$ cat src/rtl/csr_timer_if.sv
// CSR side-port bundle between the core and the machine-timer peripheral.
// The core drives requests; the peripheral returns registered read data and claim.
interface csr_timer_if;
  logic        csr_read;
  logic        csr_write;
  logic [11:0] csr_addr;
  logic [31:0] csr_wdata;
  logic [31:0] csr_rdata;
  logic        csr_valid;

  modport master (
    output csr_read, csr_write, csr_addr, csr_wdata,
    input  csr_rdata, csr_valid
  );

  modport slave (
    input  csr_read, csr_write, csr_addr, csr_wdata,
    output csr_rdata, csr_valid
  );
endinterface

$ cat src/rtl/csr_timer.sv
// Machine timer: 64-bit mtime with prescaler, 64-bit mtimecmp, and a level
// timer interrupt, all reached through the core's CSR side-port.
module csr_timer #(
  parameter int unsigned DIVIDER = 1
) (
  input  logic        clock,
  input  logic        reset,
  csr_timer_if.slave  bus,
  output logic        irq_timer
);

  localparam int unsigned PRE_W = (DIVIDER > 1) ? $clog2(DIVIDER) : 1;
  localparam logic [PRE_W-1:0] PRE_MAX = PRE_W'(DIVIDER - 1);

  localparam logic [11:0] ADDR_TIME      = 12'hC01;
  localparam logic [11:0] ADDR_TIMEH     = 12'hC81;
  localparam logic [11:0] ADDR_MTIME     = 12'h7C0;
  localparam logic [11:0] ADDR_MTIMEH    = 12'h7C1;
  localparam logic [11:0] ADDR_MTIMECMP  = 12'h7C2;
  localparam logic [11:0] ADDR_MTIMECMPH = 12'h7C3;

  logic [PRE_W-1:0] pre;
  logic [31:0]      mtime_lo;
  logic [31:0]      mtime_hi;
  logic [31:0]      cmp_lo;
  logic [31:0]      cmp_hi;
  logic [31:0]      shadow_hi;

  logic             tick_c;
  logic [PRE_W-1:0] pre_next_c;
  logic [32:0]      lo_sum_c;
  logic             wr_lo_c;
  logic             wr_hi_c;
  logic             wr_cmp_lo_c;
  logic             wr_cmp_hi_c;
  logic [31:0]      mtime_lo_next_c;
  logic [31:0]      mtime_hi_next_c;
  logic [31:0]      cmp_lo_next_c;
  logic [31:0]      cmp_hi_next_c;
  logic             irq_next_c;
  logic             mapped_c;
  logic             claim_c;
  logic             latch_shadow_c;
  logic [31:0]      rdata_c;

  // Prescaler, counter increment with low-to-high carry, and write overrides.
  always_comb begin
    tick_c          = 1'b0;
    pre_next_c      = pre;
    lo_sum_c        = '0;
    wr_lo_c         = 1'b0;
    wr_hi_c         = 1'b0;
    wr_cmp_lo_c     = 1'b0;
    wr_cmp_hi_c     = 1'b0;
    mtime_lo_next_c = mtime_lo;
    mtime_hi_next_c = mtime_hi;
    cmp_lo_next_c   = cmp_lo;
    cmp_hi_next_c   = cmp_hi;
    irq_next_c      = 1'b0;

    tick_c     = (pre == PRE_MAX);
    pre_next_c = tick_c ? '0 : pre + PRE_W'(1);
    lo_sum_c   = {1'b0, mtime_lo} + {32'd0, tick_c};

    wr_lo_c     = bus.csr_write && (bus.csr_addr == ADDR_MTIME);
    wr_hi_c     = bus.csr_write && (bus.csr_addr == ADDR_MTIMEH);
    wr_cmp_lo_c = bus.csr_write && (bus.csr_addr == ADDR_MTIMECMP);
    wr_cmp_hi_c = bus.csr_write && (bus.csr_addr == ADDR_MTIMECMPH);

    // A written low word discards its own carry so the high word stays put.
    mtime_lo_next_c = wr_lo_c ? bus.csr_wdata : lo_sum_c[31:0];
    mtime_hi_next_c = wr_hi_c ? bus.csr_wdata
                              : mtime_hi + {31'd0, lo_sum_c[32] & ~wr_lo_c};
    cmp_lo_next_c   = wr_cmp_lo_c ? bus.csr_wdata : cmp_lo;
    cmp_hi_next_c   = wr_cmp_hi_c ? bus.csr_wdata : cmp_hi;

    irq_next_c = ({mtime_hi_next_c, mtime_lo_next_c} >= {cmp_hi_next_c, cmp_lo_next_c});
  end

  // Address decode and pre-write read mux.
  always_comb begin
    mapped_c       = 1'b0;
    claim_c        = 1'b0;
    latch_shadow_c = 1'b0;
    rdata_c        = '0;

    case (bus.csr_addr)
      ADDR_TIME:      begin mapped_c = 1'b1; rdata_c = mtime_lo;  end
      ADDR_TIMEH:     begin mapped_c = 1'b1; rdata_c = shadow_hi; end
      ADDR_MTIME:     begin mapped_c = 1'b1; rdata_c = mtime_lo;  end
      ADDR_MTIMEH:    begin mapped_c = 1'b1; rdata_c = mtime_hi;  end
      ADDR_MTIMECMP:  begin mapped_c = 1'b1; rdata_c = cmp_lo;    end
      ADDR_MTIMECMPH: begin mapped_c = 1'b1; rdata_c = cmp_hi;    end
      default:        begin mapped_c = 1'b0; rdata_c = '0;        end
    endcase

    claim_c        = (bus.csr_read || bus.csr_write) && mapped_c;
    latch_shadow_c = bus.csr_read && (bus.csr_addr == ADDR_TIME);
    if (!bus.csr_read) begin
      rdata_c = '0;
    end
  end

  // Timer state.
  always_ff @(posedge clock or posedge reset) begin
    if (reset) begin
      pre       <= '0;
      mtime_lo  <= '0;
      mtime_hi  <= '0;
      cmp_lo    <= '1;
      cmp_hi    <= '1;
      shadow_hi <= '0;
    end else begin
      pre      <= pre_next_c;
      mtime_lo <= mtime_lo_next_c;
      mtime_hi <= mtime_hi_next_c;
      cmp_lo   <= cmp_lo_next_c;
      cmp_hi   <= cmp_hi_next_c;
      if (latch_shadow_c) begin
        shadow_hi <= mtime_hi;
      end
    end
  end

  // Registered response and interrupt.
  always_ff @(posedge clock or posedge reset) begin
    if (reset) begin
      bus.csr_valid <= 1'b0;
      bus.csr_rdata <= '0;
      irq_timer     <= 1'b0;
    end else begin
      bus.csr_valid <= claim_c;
      bus.csr_rdata <= claim_c ? rdata_c : 32'd0;
      irq_timer     <= irq_next_c;
    end
  end

endmodule

$ cat src/flat_wrapper.sv
// flat-port wrapper written by rule: the top's interface ports become plain ports
module csr_timer_flat 
#(
  parameter int unsigned DIVIDER = 1
)
  (clock, reset, irq_timer, bus_csr_read, bus_csr_write, bus_csr_addr, bus_csr_wdata, bus_csr_rdata, bus_csr_valid);
  csr_timer_if bus_i ();
  input  logic clock;
  input  logic reset;
  output logic irq_timer;
  input wire logic [$bits(bus_i.csr_read)-1:0] bus_csr_read;
  input wire logic [$bits(bus_i.csr_write)-1:0] bus_csr_write;
  input wire logic [$bits(bus_i.csr_addr)-1:0] bus_csr_addr;
  input wire logic [$bits(bus_i.csr_wdata)-1:0] bus_csr_wdata;
  output wire logic [$bits(bus_i.csr_rdata)-1:0] bus_csr_rdata;
  output wire logic [$bits(bus_i.csr_valid)-1:0] bus_csr_valid;
  assign bus_i.csr_read = bus_csr_read;
  assign bus_i.csr_write = bus_csr_write;
  assign bus_i.csr_addr = bus_csr_addr;
  assign bus_i.csr_wdata = bus_csr_wdata;
  assign bus_csr_rdata = bus_i.csr_rdata;
  assign bus_csr_valid = bus_i.csr_valid;
  csr_timer #(.DIVIDER(DIVIDER)) u_core (.clock(clock), .reset(reset), .bus(bus_i), .irq_timer(irq_timer));
endmodule
$ cat config.mk
export PLATFORM = sky130hd
export DESIGN_NAME = csr_timer_flat
export DESIGN_NICKNAME = d
export VERILOG_FILES = /design/src/rtl/csr_timer_if.sv /design/src/rtl/csr_timer.sv /design/src/flat_wrapper.sv
export SDC_FILE = /design/constraint.sdc
export NUM_CORES = 1
export LEC_CHECK = 0
export ABC_AREA = 1
export CAP_MARGIN = 20
export CORE_ASPECT_RATIO = 0.6
export CORE_MARGIN = 2
export CORE_UTILIZATION = 30
export CTS_CLUSTER_DIAMETER = 60
export DETAILED_ROUTE_END_ITERATION = 8
export PLACE_DENSITY_LB_ADDON = 0.1
export SLEW_MARGIN = 20
export SYNTH_ARGS = -nofsm -noshare
export SYNTH_HDL_FRONTEND = slang
export SYNTH_SLANG_ARGS = --single-unit
$ cat constraint.sdc
create_clock -name clock -period 10.69 [get_ports clock]
set_input_delay 3.207 -clock clock [delete_from_list [all_inputs] [get_ports clock]]
set_output_delay 3.207 -clock clock [all_outputs]
set_load 0.02 [all_outputs]
== Word-level counts from Yosys, hierarchy flattened ==
Index checks and enable logic that the tools add are counted.

* Add/sub/neg operators: 3
* Order comparisons: 1
* Equal/unequal tests: 6
* Mux-type cells: 9
* Bitwise gates (word level): 3
* Reductions and logical operators: 9

{| class="wikitable"
|+ Operators with widths
! operator !! count
|-
| 2-to-1 mux 32 bit || 6
|-
| one-hot mux 32 bit (5 select lines) || 1
|-
| greater-or-equal comparator 64 bit || 1
|-
| == test 12 x 11 -> 1 bit (second input constant) || 4
|-
| adder 32 x 1 -> 33 bit || 1
|-
| adder 32 x 1 -> 32 bit || 1
|-
| == test 12 bit (second input constant) || 2
|-
| logical AND 1 bit || 6
|-
| OR reduction 6 bit || 1
|-
| 2-to-1 mux 1 bit || 2
|-
| inverter 1 bit || 2
|-
| OR reduction 2 bit || 1
|-
| adder 1 bit (second input constant) || 1
|-
| AND 1 bit || 1
|-
| logical OR 1 bit || 1
|}

* Register bits: 195
* Input bits: 48
* Output and inout bits: 34
* Word-level logic and storage cells: 40

== Logic depth before layout (Yosys ltp) ==
* Depth in word-level cells: 7
* Mapped depth: 30
* Depth with buffers taken out: 30

== Worst setup path before layout ==
No wires, ideal clock.

* Path kind: input to register
* Start: input bus_csr_addr[11]
* End: register u_core.irq_timer
* Setup time: 0.119 ns
* Arrival: 6.093 ns
* Data required time: 10.571 ns
* Path slack: 4.478 ns
* Cell stages on the path: 25
* Buffers on the path: 1
* Cell sequence: inv_1 nand4_2 nor2_4 nand3_2 clkbuf_1 nand2_1 nor2_1 ha_1 ha_1 nand3_1 nor2_1 nand2_1 nor2_1 nand2_1 o211ai_1 o21ai_0 ha_1 nand2_1 inv_1 o21ai_0 a21oi_1 nor2_1 nand2_1 a21oi_1 nand2_1

* Longest elaborated chain between the ends: 7
* Elaborated cells on any way between the ends: 16

{| class="wikitable"
|+ RTL lines
! what !! line !! RTL
|-
| from (decl) || flat_wrapper.sv:13 || <nowiki>input wire logic [$bits(bus_i.csr_addr)-1:0] bus_csr_addr;</nowiki>
|-
| == test 12 x 11 -> 1 bit || csr_timer.sv:65 || <nowiki>wr_lo_c = bus.csr_write && (bus.csr_addr == ADDR_MTIME);</nowiki>
|-
| logical AND 1 bit || csr_timer.sv:65 ||
|-
| inverter 1 bit || csr_timer.sv:73 || <nowiki>: mtime_hi + {31'd0, lo_sum_c[32] & ~wr_lo_c};</nowiki>
|-
| AND 1 bit || csr_timer.sv:73 ||
|-
| adder 32 x 1 -> 32 bit || csr_timer.sv:73 ||
|-
| 2-to-1 mux 32 bit * || csr_timer.sv:72 || <nowiki>mtime_hi_next_c = wr_hi_c ? bus.csr_wdata</nowiki>
|-
| via u_core.mtime_hi_next_c[10] || csr_timer.sv:37 || <nowiki>logic [31:0] mtime_hi_next_c;</nowiki>
|-
| greater-or-equal comparator 64 bit * || csr_timer.sv:77 || <nowiki>irq_next_c = ({mtime_hi_next_c, mtime_lo_next_c} >= {cmp_hi_next_c, cmp_lo_next_c});</nowiki>
|-
| via u_core.irq_next_c || csr_timer.sv:40 || <nowiki>logic irq_next_c;</nowiki>
|-
| to (signal assigned) || csr_timer.sv:134 || <nowiki>irq_timer <= irq_next_c;</nowiki>
|-
| to (decl) || csr_timer.sv:9 || <nowiki>output logic irq_timer</nowiki>
|}

The timed path passes the listed nets; every way through them passes the cells marked *.
A chain may end at the register's enable or synchronous reset.

== Final worst setup path ==
Ends and elaborated chain as after synthesis.

==> impl_metrics.py <==
metrics = {
    "sta": {
        "rsz0062_at_grt": "no",
        "hold_violations": 0,
        "finalSetupViolCount": 0,
        "max_freq_mhz": 133.6,
        "period_share_pct": 70.00,
        "maxSlewHeadroom_pct": 33.41,
        "drv_slew": 0,
        "worstMarginPinSlew_ps": 998.9,
        "layout_min_cycle_time_ps": 7483,
        "tns_ps": 0,
        "finalClockSkew_ps": 14.62,
    },
    "drt": {
        "dr.pass1.iters": 5,
        "wl_mm": 45.58,
        "via_count": 10930,
        "drcViolationCount": 0,
        "drt_iter0_markers": 1048,
        "viasPerCell": 4.912,
        "antenna_left": 0,
        "wire_per_inst_um": 20.47,
    },
    "global_routing": {
        "grt_max_degree": 123,
        "grt_overflow": 0,
        "grt_antenna_before_repair": 0,
        "grt_pass1_wl_mm": 67.60,
        "track_usage_pct": 22.62,
        "first_global_vias": 10390,
    },
    "setup_path": {
        "critPathArrivalTime_ps": 7890,
        "worstPathRequired_ps": 11100,
        "path_max_fanout": 28,
        "cp-start-kind": "input pin",
        "end_kind": "register",
        "path_class": "in -> reg",
    },
    "cts": {
        "cts_resized": 0,
        "cts_buffers": 17,
        "cts_hold_buf": 0,
        "clk_pin_slew_ps": 80,
        "cts_buffer_depth": 2,
        "root_buffer": "clkbuf_16",
        "cts.sinks": 194,
        "cts_tree": "built",
        "htreeDepth": 4,
        "cts_setup_buffers": 0,
        "insertion_delay_ps": 460,
    },
    "die": {
        "fp.dieArea_um2": 41500,
        "rows": 56,
        "die_h_um": 158.6,
        "start_util_pct": 30.51,
        "io_pins": 82,
        "core_region_area_um2": 39170,
        "die_w_um": 261.7,
    },
    "cells_and_area": {
        "drive_gt1_share_pct": 8.509,
        "num-fill-cells": 4250,
        "nets": 1806,
        "multi_input_area_um2": 5857,
        "n_antenna_cell": 0,
        "area_growth_pct": 15.67,
        "regArea_um2": 4935,
        "fin_cells": 2226,
    },
    "outcome": {
        "outcome": "complete, no violations",
    },
    "power": {
        "max-vdd-ir-drop_mv": 0.1095,
        "seqPwrFrac_pct": 47.6,
        "sw_frac_of_total_pct": 27.20,
        "leakagePower_nw": 6.015,
        "finalPower_w": 0.001621,
        "clkPwrFrac_pct": 42.6,
        "power_density_nw_per_um2": 117.2,
        "internal_power_w": 0.001180,
        "p_sw_w": 0.0004408,
        "pwr-share-comb_pct": 9.8,
    },
    "synth": {
        "yosys.cell_types.count": 36,
        "ys_seq_area_share_pct": 41.29,
        "ys_ff_latch": 194,
        "synth_fp_nets": 1751,
        "synth_area_leaders": "dfrtp_1 27%, dfstp_2 14%, nand2_1 12%",
        "syn-cell-area_um2": 11950,
        "ys_warn_count": 0,
        "synth_area_per_cell_um2": 7.305,
        "synthCells": 1636,
        "yosys.area.top_type": "dfrtp_1",
        "synth_top_area_share_pct": 27.22,
    },
    "worst_hold_path": {
        "hold_class": "reg -> reg",
    },
    "placed_design": {
        "place_congestion": 0.9798,
        "dp.cells": 2194,
        "port_buffers": 81,
        "place_hpwl_mm": 35.22,
    },
    "job": {
        "maxCapViolations": 0,
    },
}
[power groups by stage]
stage	clock (W)	combinational [W]	sequential, W
after floorplan	0	0.0000961	0.000779
after global placement	0	0.000156	0.000785
after detailed placement	0	0.000158	0.000785
after CTS	0.000708	0.000160	0.000771
after global routing	0.000738	0.000179	0.000775
final	0.000690	0.000159	0.000772
[synthesized netlist by cell type, drive strengths merged]
library cell / instances
nand2: 372
inv: 230
nor2: 216
nand3: 189
dfrtp: 130
a21oi: 119
o21ai: 107
ha: 67
dfstp: 64
buf: 33
clkbuf: 24
nor3: 24
nand4: 17
xor2: 13
xnor2: 8
mux2: 4
a21o: 3
nand3b: 3
nor4: 3
o21a: 3
or2: 3
a31oi: 1
and3: 1
o211ai: 1
o21bai: 1
[critical path, cell delays in order]
cell and delay (ps):
clkdlybuf4s50_1 500, inv_1 60, nand4_2 170, nor2_4 100
buf_4 240, nand3_2 120, nand2_1 70, nor2_1 290
ha_1 230, ha_1 220, nand3_1 170, nor2_1 170
nand2_1 190, inv_1 250, nand3_1 270, nor2_1 170
nand2_1 60, nand3_1 70, o21ai_0 150, ha_1 320
nand2_1 60, nor4_1 390, nand2_1 160, nor2_1 110
nand2_1 60, nand2_1 50
[path summary, 6_finish.rpt]
path / startpoint / to / slack (ps) / cells after the start
max: bus_csr_addr[11] / u_core.irq_timer / 3210 / 26
min: u_core.shadow_hi[27] / u_core.shadow_hi[27] / 490 / 2
max reg2reg: u_core.mtime_lo[0] / u_core.irq_timer / 5070 / 27
min reg2reg: u_core.shadow_hi[27] / u_core.shadow_hi[27] / 490 / 2
max in group asynchronous: reset / u_core.mtime_lo[20] / 5750 / 3
min in group asynchronous: reset / u_core.shadow_hi[4] / 3340 / 2
[cell type report]
type                    instances  share of cell area, %
clock inverters                11                 0.8961
well taps                     522                  4.725
inverters                     230                  6.300
multi-input cells            1155                  42.37
clock buffers                  21                  3.494
flip-flops and latches        194                  35.70
repair buffers                 93                  6.517
[layer usage]
layer | GRT usage [%] | routed length [µm] | vias up
li1 | - | - | 5351
met1 | 33.66 | 22540 | 5218
met2 | 32.86 | 19130 | 333
met3 | 4.760 | 3224 | 31
met4 | 5.898 | 680 | 0
met5 | 0 | 0 | -
[state kept, by name (all words and copies together), names as in the netlist]
| signal | flops |
|---|---|
| u_core.bus.csr_rdata | 32 |
| u_core.bus.csr_valid | 1 |
| u_core.cmp_hi | 32 |
| u_core.cmp_lo | 32 |
| u_core.irq_timer | 1 |
| u_core.mtime_hi | 32 |
| u_core.mtime_lo | 32 |
| u_core.shadow_hi | 32 |
[cells by family after synthesis]
| kind of cell | count (synthesis) | synth area share (%) |
|---|---|---|
| compound gates | 235 | 10.40 |
| buf+inv | 287 | 9.737 |
| fa+ha+maj | 67 | 7.015 |
| flops | 194 | 41.29 |
| simple gates | 828 | 29.64 |
| xor+xnor | 21 | 1.539 |
| mux | 4 | 0.3769 |
[layout by cell type (no fill, tap or decap), drive strengths merged, types with 4 or more instances in the layout]
cell,instances
o21ai,107
a21oi,119
mux2,4
xor2,13
dfrtp,130
nand2,372
inv,231
xnor2,8
dfstp,64
nor3,24
buf,12
nand4,17
clkdlybuf4s50,81
clkinv,5
ha,67
clkbuf,21
nand3,189
nor2,216
[metrics by stage]
stage	area [µm²]	setup slack (ps)	hold WS, ps	utilization (%)
CTS	13820	3261	492.3	35.29
detailed placement	13220	2790	474.3	33.74
global route	13820	2770	513.8	35.29
finish	13820	3207	488.4	35.29
global placement	13220	2761	467.8	33.74
floorplan	11950	2305	453.0	-
Power figures use the tool's default switching activity.
